### src/rtl/div_operand_queue.sv
// Buffered issue/retire stage around an external combinational divider.
// Operand pairs are queued in a small FIFO; the head pair drives the divider,
// and its quotient is captured into a registered result with its own
// valid/ready handshake. A zero divisor is trapped locally and reported
// through out_dbz with an all-ones quotient.
module div_operand_queue #(
    parameter int unsigned DATAWIDTH = 8,
    parameter int unsigned DEPTH     = 4,
    parameter int unsigned CNTW      = 3
) (
    input  logic                 Clk,
    input  logic                 Rst,
    input  logic                 in_valid,
    output logic                 in_ready,
    input  logic [DATAWIDTH-1:0] in_a,
    input  logic [DATAWIDTH-1:0] in_b,
    output logic [DATAWIDTH-1:0] div_a,
    output logic [DATAWIDTH-1:0] div_b,
    input  logic [DATAWIDTH-1:0] div_quot,
    output logic                 out_valid,
    input  logic                 out_ready,
    output logic [DATAWIDTH-1:0] out_quot,
    output logic                 out_dbz,
    output logic [CNTW-1:0]      count
);

    localparam int unsigned PtrW = (DEPTH > 1) ? $clog2(DEPTH) : 1;

    typedef enum logic [0:0] {StEmpty, StFull} state_e;

    logic [DATAWIDTH-1:0] mem_a_q [DEPTH];
    logic [DATAWIDTH-1:0] mem_b_q [DEPTH];

    logic [PtrW-1:0]      wptr_q, wptr_d;
    logic [PtrW-1:0]      rptr_q, rptr_d;
    logic [CNTW-1:0]      count_q, count_d;
    state_e               state_q, state_d;
    logic [DATAWIDTH-1:0] quot_q, quot_d;
    logic                 dbz_q, dbz_d;

    logic                 push;
    logic                 load;
    logic                 not_empty;
    logic [DATAWIDTH-1:0] head_a;
    logic [DATAWIDTH-1:0] head_b;

    // Handshake qualifiers and divider drive, all from registered FIFO state.
    always_comb begin
        not_empty = (count_q != '0);
        in_ready  = (count_q != CNTW'(DEPTH));
        push      = in_valid & in_ready;
        load      = not_empty & ((state_q == StEmpty) | out_ready);
        head_a    = mem_a_q[rptr_q];
        head_b    = mem_b_q[rptr_q];
        // An idle divider sees 0/1 so it never evaluates a divide-by-zero.
        div_a     = not_empty ? head_a : '0;
        div_b     = not_empty ? head_b : DATAWIDTH'(1);
    end

    // Pointer and occupancy next state; load and push may coincide.
    always_comb begin
        wptr_d  = push ? wptr_q + PtrW'(1) : wptr_q;
        rptr_d  = load ? rptr_q + PtrW'(1) : rptr_q;
        count_d = count_q + CNTW'(push) - CNTW'(load);
    end

    // Result stage next state: a load always wins over a plain drain.
    always_comb begin
        state_d = state_q;
        quot_d  = quot_q;
        dbz_d   = dbz_q;
        unique case (state_q)
            StEmpty: if (load) state_d = StFull;
            StFull: begin
                if (load) begin
                    state_d = StFull;
                end else if (out_ready) begin
                    state_d = StEmpty;
                end
            end
            default: state_d = StEmpty;
        endcase
        if (load) begin
            if (head_b == '0) begin
                quot_d = '1;
                dbz_d  = 1'b1;
            end else begin
                quot_d = div_quot;
                dbz_d  = 1'b0;
            end
        end
    end

    // Operand storage; contents are don't-care until written, so no reset.
    always_ff @(posedge Clk) begin
        if (push) begin
            mem_a_q[wptr_q] <= in_a;
            mem_b_q[wptr_q] <= in_b;
        end
    end

    // Control and result registers with synchronous reset.
    always_ff @(posedge Clk) begin
        if (Rst) begin
            wptr_q  <= '0;
            rptr_q  <= '0;
            count_q <= '0;
            state_q <= StEmpty;
            quot_q  <= '0;
            dbz_q   <= 1'b0;
        end else begin
            wptr_q  <= wptr_d;
            rptr_q  <= rptr_d;
            count_q <= count_d;
            state_q <= state_d;
            quot_q  <= quot_d;
            dbz_q   <= dbz_d;
        end
    end

    assign out_valid = (state_q == StFull);
    assign out_quot  = quot_q;
    assign out_dbz   = dbz_q;
    assign count     = count_q;

endmodule

### config.mk
export PLATFORM = sky130hd
export DESIGN_NAME = div_operand_queue
export DESIGN_NICKNAME = d
export VERILOG_FILES = /design/src/rtl/div_operand_queue.sv
export SDC_FILE = /design/constraint.sdc
export NUM_CORES = 1
export LEC_CHECK = 0
export BUFFER_PORTS_ARGS = -buffer_cell sky130_fd_sc_hd__buf_2
export CORE_AREA = 2 2 100 102
export CTS_CLUSTER_DIAMETER = 80
export DETAILED_ROUTE_END_ITERATION = 7
export DIE_AREA = 0 0 102 104
export PLACE_DENSITY = 0.63
export REMOVE_ABC_BUFFERS = 1
export SLEW_MARGIN = 20
export SYNTH_ARGS = -nofsm -noshare
export SYNTH_HDL_FRONTEND = slang
export SYNTH_SLANG_ARGS = --single-unit
### constraint.sdc
create_clock -name Clk -period 3.35 [get_ports Clk]
set_clock_uncertainty 0.2 [all_clocks]
set_input_delay 0.67 -clock Clk [delete_from_list [all_inputs] [get_ports Clk]]
set_output_delay 0.67 -clock Clk [all_outputs]
set_load 0.005 [all_outputs]
Word-level counts from Yosys, hierarchy flattened
Memories as Yosys holds them, arrays and structs flattened. A register that Yosys moved wholly into a read port is not among the register bits.
Index checks and enable logic that the tools add are counted.
Widths: inputs -> output; s select.
{ "word_totals": {"regBits": 17, "mem_bits_rw": 64, "inputBits": 28, "output_inout_bits": 30, "wordCells": 33, "mem_count": 2} }
{ "classes": {"add_sub_neg": 4, "eq_ne": 1, "n_mux": 14, "bitwise_logic": 4, "reduce_logical": 2} }
{ "mem_list": {"columns": ["memory", "words", "word_bits", "rd", "rd_clocked_by_memory_dff", "write_ports", "line", "text"], "rows": [
  ["mem_a_q", 4, 8, 1, 1, 1, "31", "logic [DATAWIDTH-1:0] mem_a_q [DEPTH];"],
  ["mem_b_q", 4, 8, 1, 1, 1, "32", "logic [DATAWIDTH-1:0] mem_b_q [DEPTH];"]
]} }
{ "ops": {"columns": ["operator", "n"], "rows": [
  ["$mux 8", 3],
  ["$logic_not 8->1", 1],
  ["$mux 2", 4],
  ["$mux 1", 6],
  ["$add 2x1->2 const B", 2],
  ["$add 3x1->3", 1],
  ["$ne 3x3->1 const B", 1],
  ["$reduce_bool 3->1", 1],
  ["$sub 3x1->3", 1],
  ["$and 1x1->1", 2],
  ["$pmux 1 s2", 1],
  ["$not 1->1", 1],
  ["$or 1x1->1", 1]
]} }

Depth between registers and ports, before layout
Gate-level depths: netlist of the first run.
{ "logic_depth": {"word_depth": 5, "depth_mapped": 11, "depth_no_buf": 11} }

Worst setup path after synthesis of the first run
No wires, ideal clock.
{ "synth_path": {"kind": "register to register", "startpoint": "register count_q[1], in the netlist count[1]", "endpoint": "register count_q[2], in the netlist count[2]", "setup_ns": 0.130, "arrival_ns": 2.201, "required_time_ns": 3.020, "setup_slack_ns": 0.819, "stages_incl_launch_ff": 12, "n_path_buf": 0, "period_less_slack_ns": 2.531, "cell_sequence": "dfxtp_1 or3b_1 and2_1 inv_2 ha_1 inv_1 ha_1 inv_1 fa_1 xor2_1 xnor2_1 nor2_1"} }
{ "synth_between": {"elab_chain_cells": 4, "elab_cells_between_ends": 6, "cone_classes": "add/sub: 2; eq/ne: 1; bitwise: 2; reduce/logical: 1"} }
{ "synth_rtl": {"columns": ["element", "line", "text"], "rows": [
  ["start, declared", "36", "logic [CNTW-1:0] count_q, count_d;"],
  ["start signal, assigned", "114", "count_q <= count_d;"],
  ["$ne 3x3->1", "50", "in_ready = (count_q != CNTW'(DEPTH));"],
  ["via in_ready", "14", "output logic in_ready,"],
  ["$and 1x1->1", "51", "push = in_valid & in_ready;"],
  ["$add 3x1->3", "64", "count_d = count_q + CNTW'(push) - CNTW'(load);"],
  ["$sub 3x1->3", "64", null]
]} }
The timed path passes the listed nets, and every way through them passes these cells.
A chain may end at the register's enable or synchronous reset.

==> flow_summary.yaml, run 1 <==
outcome:
  status: "completed"
sta:
  grt_setup_unrepaired: "no"
  tightest_slew_ns: 0.866
  finalCriticalPeriod_ns: 2.76
  finalSetupViolCount: 0
  hold_violations: 0
  setup_tns_ns: 0
  report.final.slew_viol_count: 0
  period_share: 0.825
  maxSlewHeadroom: 0.423
  max_freq_ghz: 0.362
hold_path:
  hold_path_depth: 2
  holdPathEnd: "out_dbz"
  hp-class: "reg -> reg"
  hp-start: "out_dbz"
synthesis:
  synth_top_area_frac: 0.577
  synth-edff-count: 64
  synth_area_mm2: 0.00333
  synth_area_leaders: "edfxtp_1 58%, dfxtp_1 11%, mux4_2 11%"
  synthFlopType: "edfxtp_1"
  yosys_warnings: 0
  yosys.area.top_type: "edfxtp_1"
  syn_inst: 191
  synth_cell_type_count: 28
  async_reset_ff_frac: 0
  yosysMostFrequentCell: "edfxtp_1"
  synth_seq_cells: 83
  synth_common_cells: "64 x edfxtp_1, 22 x nor2_1, 19 x dfxtp_1, 16 x mux4_2, 16 x nor2b_1"
  synth-seq-area-share: 0.692
  syn_avg_cell_area_um2: 17.4
grt:
  grt_max_degree: 20
  grt_pass1_wl_um: 9030
  grt_pass1_vias: 1764
  gr-total-overflow: 0
  grt_usage: 0.115
  antenna_found_initial: 0
setup_path:
  path_cells: "buf_4 -> mux4_2 -> or2_1 -> buf_2"
  worst-r2r-setup-slack_ns: 0.72
  crit_fanout: 16
  r2r_end: "count[2]"
  r2r.worst_path.cells: 11
  crit_type: "reg -> out"
  cp-end-kind: "output port"
  cp.arrival_ns: 1.89
  critPathTopFamily: "multiplexers"
  r2r_start: "count[2]"
  crit_buf_inv: 2
  crit_path_top_delay_cell: "mux4_2"
  max_stage_delay_ns: 0.59
  critPathRequiredTime_ns: 2.48
  worstSetupStartpointType: "flip-flop"
clocking:
  root_buffer: "clkbuf_8"
  post-cts-setup-buffers: 0
  path_clk_slew_ns: 0.08
  tritoncts: "done"
  cts_hold_buffers: 0
  cts_buffer_depth: 2
  post_cts_resized: 0
  cts.htree.levels: 3
  cts_buffers: 9
  clk-insertion-delay-late_ns: 0.34
  cts_sinks: 83
detailed_routing:
  detail_route.vias_per_cell: 4.49
  dr.pass1.iters: 5
  wl_per_cell_um: 14.6
  finalWirelength_um: 5760
  route.detailed.drc: 0
  num_vias: 1765
  final_antenna_net_count: 0
  drtIter0Drc: 101
floorplan:
  die-area_mm2: 0.0106
  ios: 58
  core_area_mm2: 0.00955
  start_util: 0.349
  die_h_um: 104
  die_w_um: 102
  num_rows: 36
pwr:
  max-vdd-ir-drop_mv: 0.240
  leakagePower_nw: 1.45
  cellPowerDensity_mw_per_mm2: 797
  power_mw: 3.16
layout:
  num-fill-cells: 892
  num-nets-final: 290
  diodes: 0
  syn_to_final_growth_pct: 19.4
  final_util: 0.416
  drive_above_1_share: 0.412
placed_design:
  gp_congestion: 0.752
  portBuffers: 57
  dp_hpwl_um: 3850
job:
  cap_violations: 0
kinds of logic after synthesis:
logic type / count (synthesis) / synth area share
DFF: 83 / 0.692
and+or+nand+nor: 55 / 0.0985
muxes: 16 / 0.108
buffers and inverters: 14 / 0.0229
AOI/OAI and AO/OA: 11 / 0.0368
adders and majority gates: 7 / 0.0286
xor gates and xnor gates: 5 / 0.0132
worst register-to-register path, cell delays in order, from the launching register on:
cell,delay [ns]
dfxtp_1,0.40
or3b_1,0.44
and2_1,0.23
inv_2,0.07
ha_1,0.22
inv_1,0.05
ha_1,0.13
inv_1,0.04
fa_1,0.37
xor2_1,0.18
xnor2_1,0.13
nor2_1,0.05
sequential cells by signal (all words and copies together), names as in the netlist, named ones only:
name       cells
mem_a_q       32
mem_b_q       32
out_quot       8
count          3
rptr_q         2
wptr_q         2
out_dbz        1
out_valid      1
cell type report:
class / count / area (µm²) / area share
inverters: 6 / 22.5 / 0.00567
multi-input cells: 94 / 950 / 0.239
clock inverters: 6 / 88.8 / 0.0224
clock buffers: 10 / 128 / 0.0321
well taps: 133 / 166 / 0.0419
flip-flops and latches: 83 / 2300 / 0.580
repair buffers: 61 / 315 / 0.0794
worst max path at each step:
| stage | to | slack (ns) | cells after the start |
|---|---|---|---|
| final | div_b[0] | 0.59 | 4 |
| after floorplan | count[2] | 0.33 | 11 |
| after CTS | div_b[0] | 0.54 | 4 |
| after global routing | div_b[0] | 0.47 | 4 |
| after detailed placement | count[2] | 0.63 | 12 |
| after global placement | count[2] | 0.65 | 12 |
layer usage:
layer  global-route usage  share of wire  up-vias  wire [µm]
met3               0.0276          0.039       11        227
met1                0.144           0.43      874       2470
met4               0.0514          0.018        0        103
li1                     -              -      844          -
met5                    0              0        -          0
met2                0.188           0.51       36       2950
placed cells by master, fill, tap and decap left out, drive strengths merged, types with 3 or more instances in the layout:
cell type   n
mux4       16
edfxtp     64
clkbuf     10
xnor2       3
inv         7
buf        61
ha          6
dfxtp      19
nor2       22
a211oi      8
nand2       3
and3        4
nor2b      16
where the power goes:
part	internal [mW]	total, mW	switching [mW]
sequential	1.28	1.37	0.0862
clock	0.421	0.767	0.346
combinational	0.500	1.03	0.529
stage by stage:
step,hold WS (ns),std cells,area (µm²),setup WS [ns]
global placement,0.293,377,3760,0.651
finish,0.316,393,3970,0.587
floorplan,0.263,183,3270,0.330
detailed placement,0.301,377,3760,0.629
global route,0.330,393,3970,0.468
CTS,0.318,393,3970,0.542
No activity file was read; power rests on OpenSTA's default activity.
==> inputs of run 2 (changes only) <==
==> constraint.sdc (replaced) <==
create_clock -name Clk -period 2.67 [get_ports Clk]
set_clock_uncertainty 0.2 [all_clocks]
set_input_delay 0.534 -clock Clk [delete_from_list [all_inputs] [get_ports Clk]]
set_output_delay 0.534 -clock Clk [all_outputs]
set_load 0.005 [all_outputs]
==> flow_summary.yaml, run 2 (synthesis results as in run 1) <==
detailed_routing:
  final_antenna_net_count: 0
  finalWirelength_um: 5940
  num_vias: 1774
  dr.pass1.iters: 4
  drtIter0Drc: 70
  route.detailed.drc: 0
  wl_per_cell_um: 15.0
  detail_route.vias_per_cell: 4.48
clocking:
  cts.htree.levels: 3
  clk-insertion-delay-late_ns: 0.34
  root_buffer: "clkbuf_8"
  cts_buffer_depth: 2
  tritoncts: "done"
  path_clk_slew_ns: 0.08
  cts_buffers: 9
  cts_sinks: 83
layout:
  num-fill-cells: 907
  final_util: 0.416
  num-nets-final: 293
  syn_to_final_growth_pct: 19.3
  mostFrequentLayoutCell: "edfxtp_1"
  layout.cells.non_filler: 396
  drive_above_1_share: 0.412
  final_cell_mix: "64 x edfxtp_1, 57 x buf_2, 22 x nor2_1, 18 x dfxtp_1"
setup_path:
  crit_cells: 4
  cp.arrival_ns: 1.80
  crit_path_top_delay_cell: "mux4_2"
  worst-r2r-setup-slack_ns: 0.20
  r2r_start: "count[2]"
  crit_path_end: "div_b[0]"
  r2r.worst_path.cells: 11
  crit_fanout: 16
  path_cells: "buf_12 -> mux4_2 -> or2_1 -> buf_2"
  r2r_end: "count[2]"
  critPathRequiredTime_ns: 1.94
  worstSetupStartpointType: "flip-flop"
  critPathTopFamily: "multiplexers"
  max_stage_delay_ns: 0.56
  cp-end-kind: "output port"
  crit_buf_inv: 2
  crit_type: "reg -> out"
grt:
  antenna_found_initial: 1
  grt_pass1_wl_um: 9160
  gr-total-overflow: 0
  grt_usage: 0.118
  grt_max_degree: 20
  grt_pass1_vias: 1706
sta:
  hold_violations: 0
  tightest_slew_ns: 0.869
  finalSetupViolCount: 0
  grt_setup_unrepaired: "no"
  maxSlewHeadroom: 0.421
  hold_ws_ns: 0.204
  period_share: 0.947
  report.final.slew_viol_count: 0
  setup_tns_ns: 0
  finalCriticalPeriod_ns: 2.53
  max_freq_ghz: 0.395
hold_path:
  hp-start: "in_a[3]"
  hp-class: "in -> reg"
floorplan:
  die-area_mm2: 0.0106
  die_w_um: 102
  die_h_um: 104
  num_rows: 36
  ios: 58
  start_util: 0.349
  core_area_mm2: 0.00955
pwr:
  leakagePower_nw: 1.46
  max-vdd-ir-drop_mv: 0.322
  cellPowerDensity_mw_per_mm2: 980
job:
  cap_violations: 0
placed_design:
  portBuffers: 57
  dp_hpwl_um: 3880
  place_inst: 380
  gp_congestion: 0.692
outcome:
  status: "completed"
[run 2: metrics by stage]
step / setup slack (ns) / power [mW] / cell area [µm²]
finish: 0.141 / 3.89 / 3970
global route: 0.0272 / 4.15 / 3970
CTS: 0.0894 / 3.96 / 3970
detailed placement: 0.0926 / 3.13 / 3790
global placement: 0.152 / 3.11 / 3790
floorplan: -0.350 / 2.57 / 3270
[run 2: cell type report]
type,instances,area [µm²],area share
Sequential cell,83,2300,0.580
Multi-Input combinational cell,94,952,0.240
Timing Repair Buffer,64,350,0.0882
Tap cell,133,166,0.0419
Clock buffer,11,131,0.0331
Clock inverter,4,42.5,0.0107
Inverter,6,22.5,0.00567
Antenna cell,1,2.50,0.000630
[run 2: metal layers]
layer | track usage | share of wire | up-vias
met5 | 0 | 0 | -
met2 | 0.176 | 0.48 | 34
met4 | 0.0429 | 0.018 | 0
met3 | 0.0417 | 0.045 | 7
met1 | 0.160 | 0.45 | 888
li1 | - | - | 845
[run 2: what timing repair did]
item / in CTS / in global routing
hold buffers: 0 / 0
resized for setup: 0 / 2
setup endpoints to repair: 0 / 1
buffers inserted: 0 / 0
[run 2: worst min-delay path by stage]
stage	endpoint	slack, ns	depth (start not counted)
floorplan	wptr_q[1]	0.26	2
global placement	out_dbz	0.28	2
detailed placement	out_dbz	0.29	2
CTS	mem_b_q[2][2]	0.19	1
global route	mem_a_q[2][7]	0.19	1
finish	mem_a_q[3][3]	0.20	1
[run 2: power by group]
part           switching (mW)  internal, mW  total (mW)  leakage (nW)
combinational           0.707         0.671        1.38         0.627
clock                   0.402         0.420       0.823        0.0883
sequential             0.0800          1.61        1.69         0.744
total                    1.19          2.70        3.89          1.46
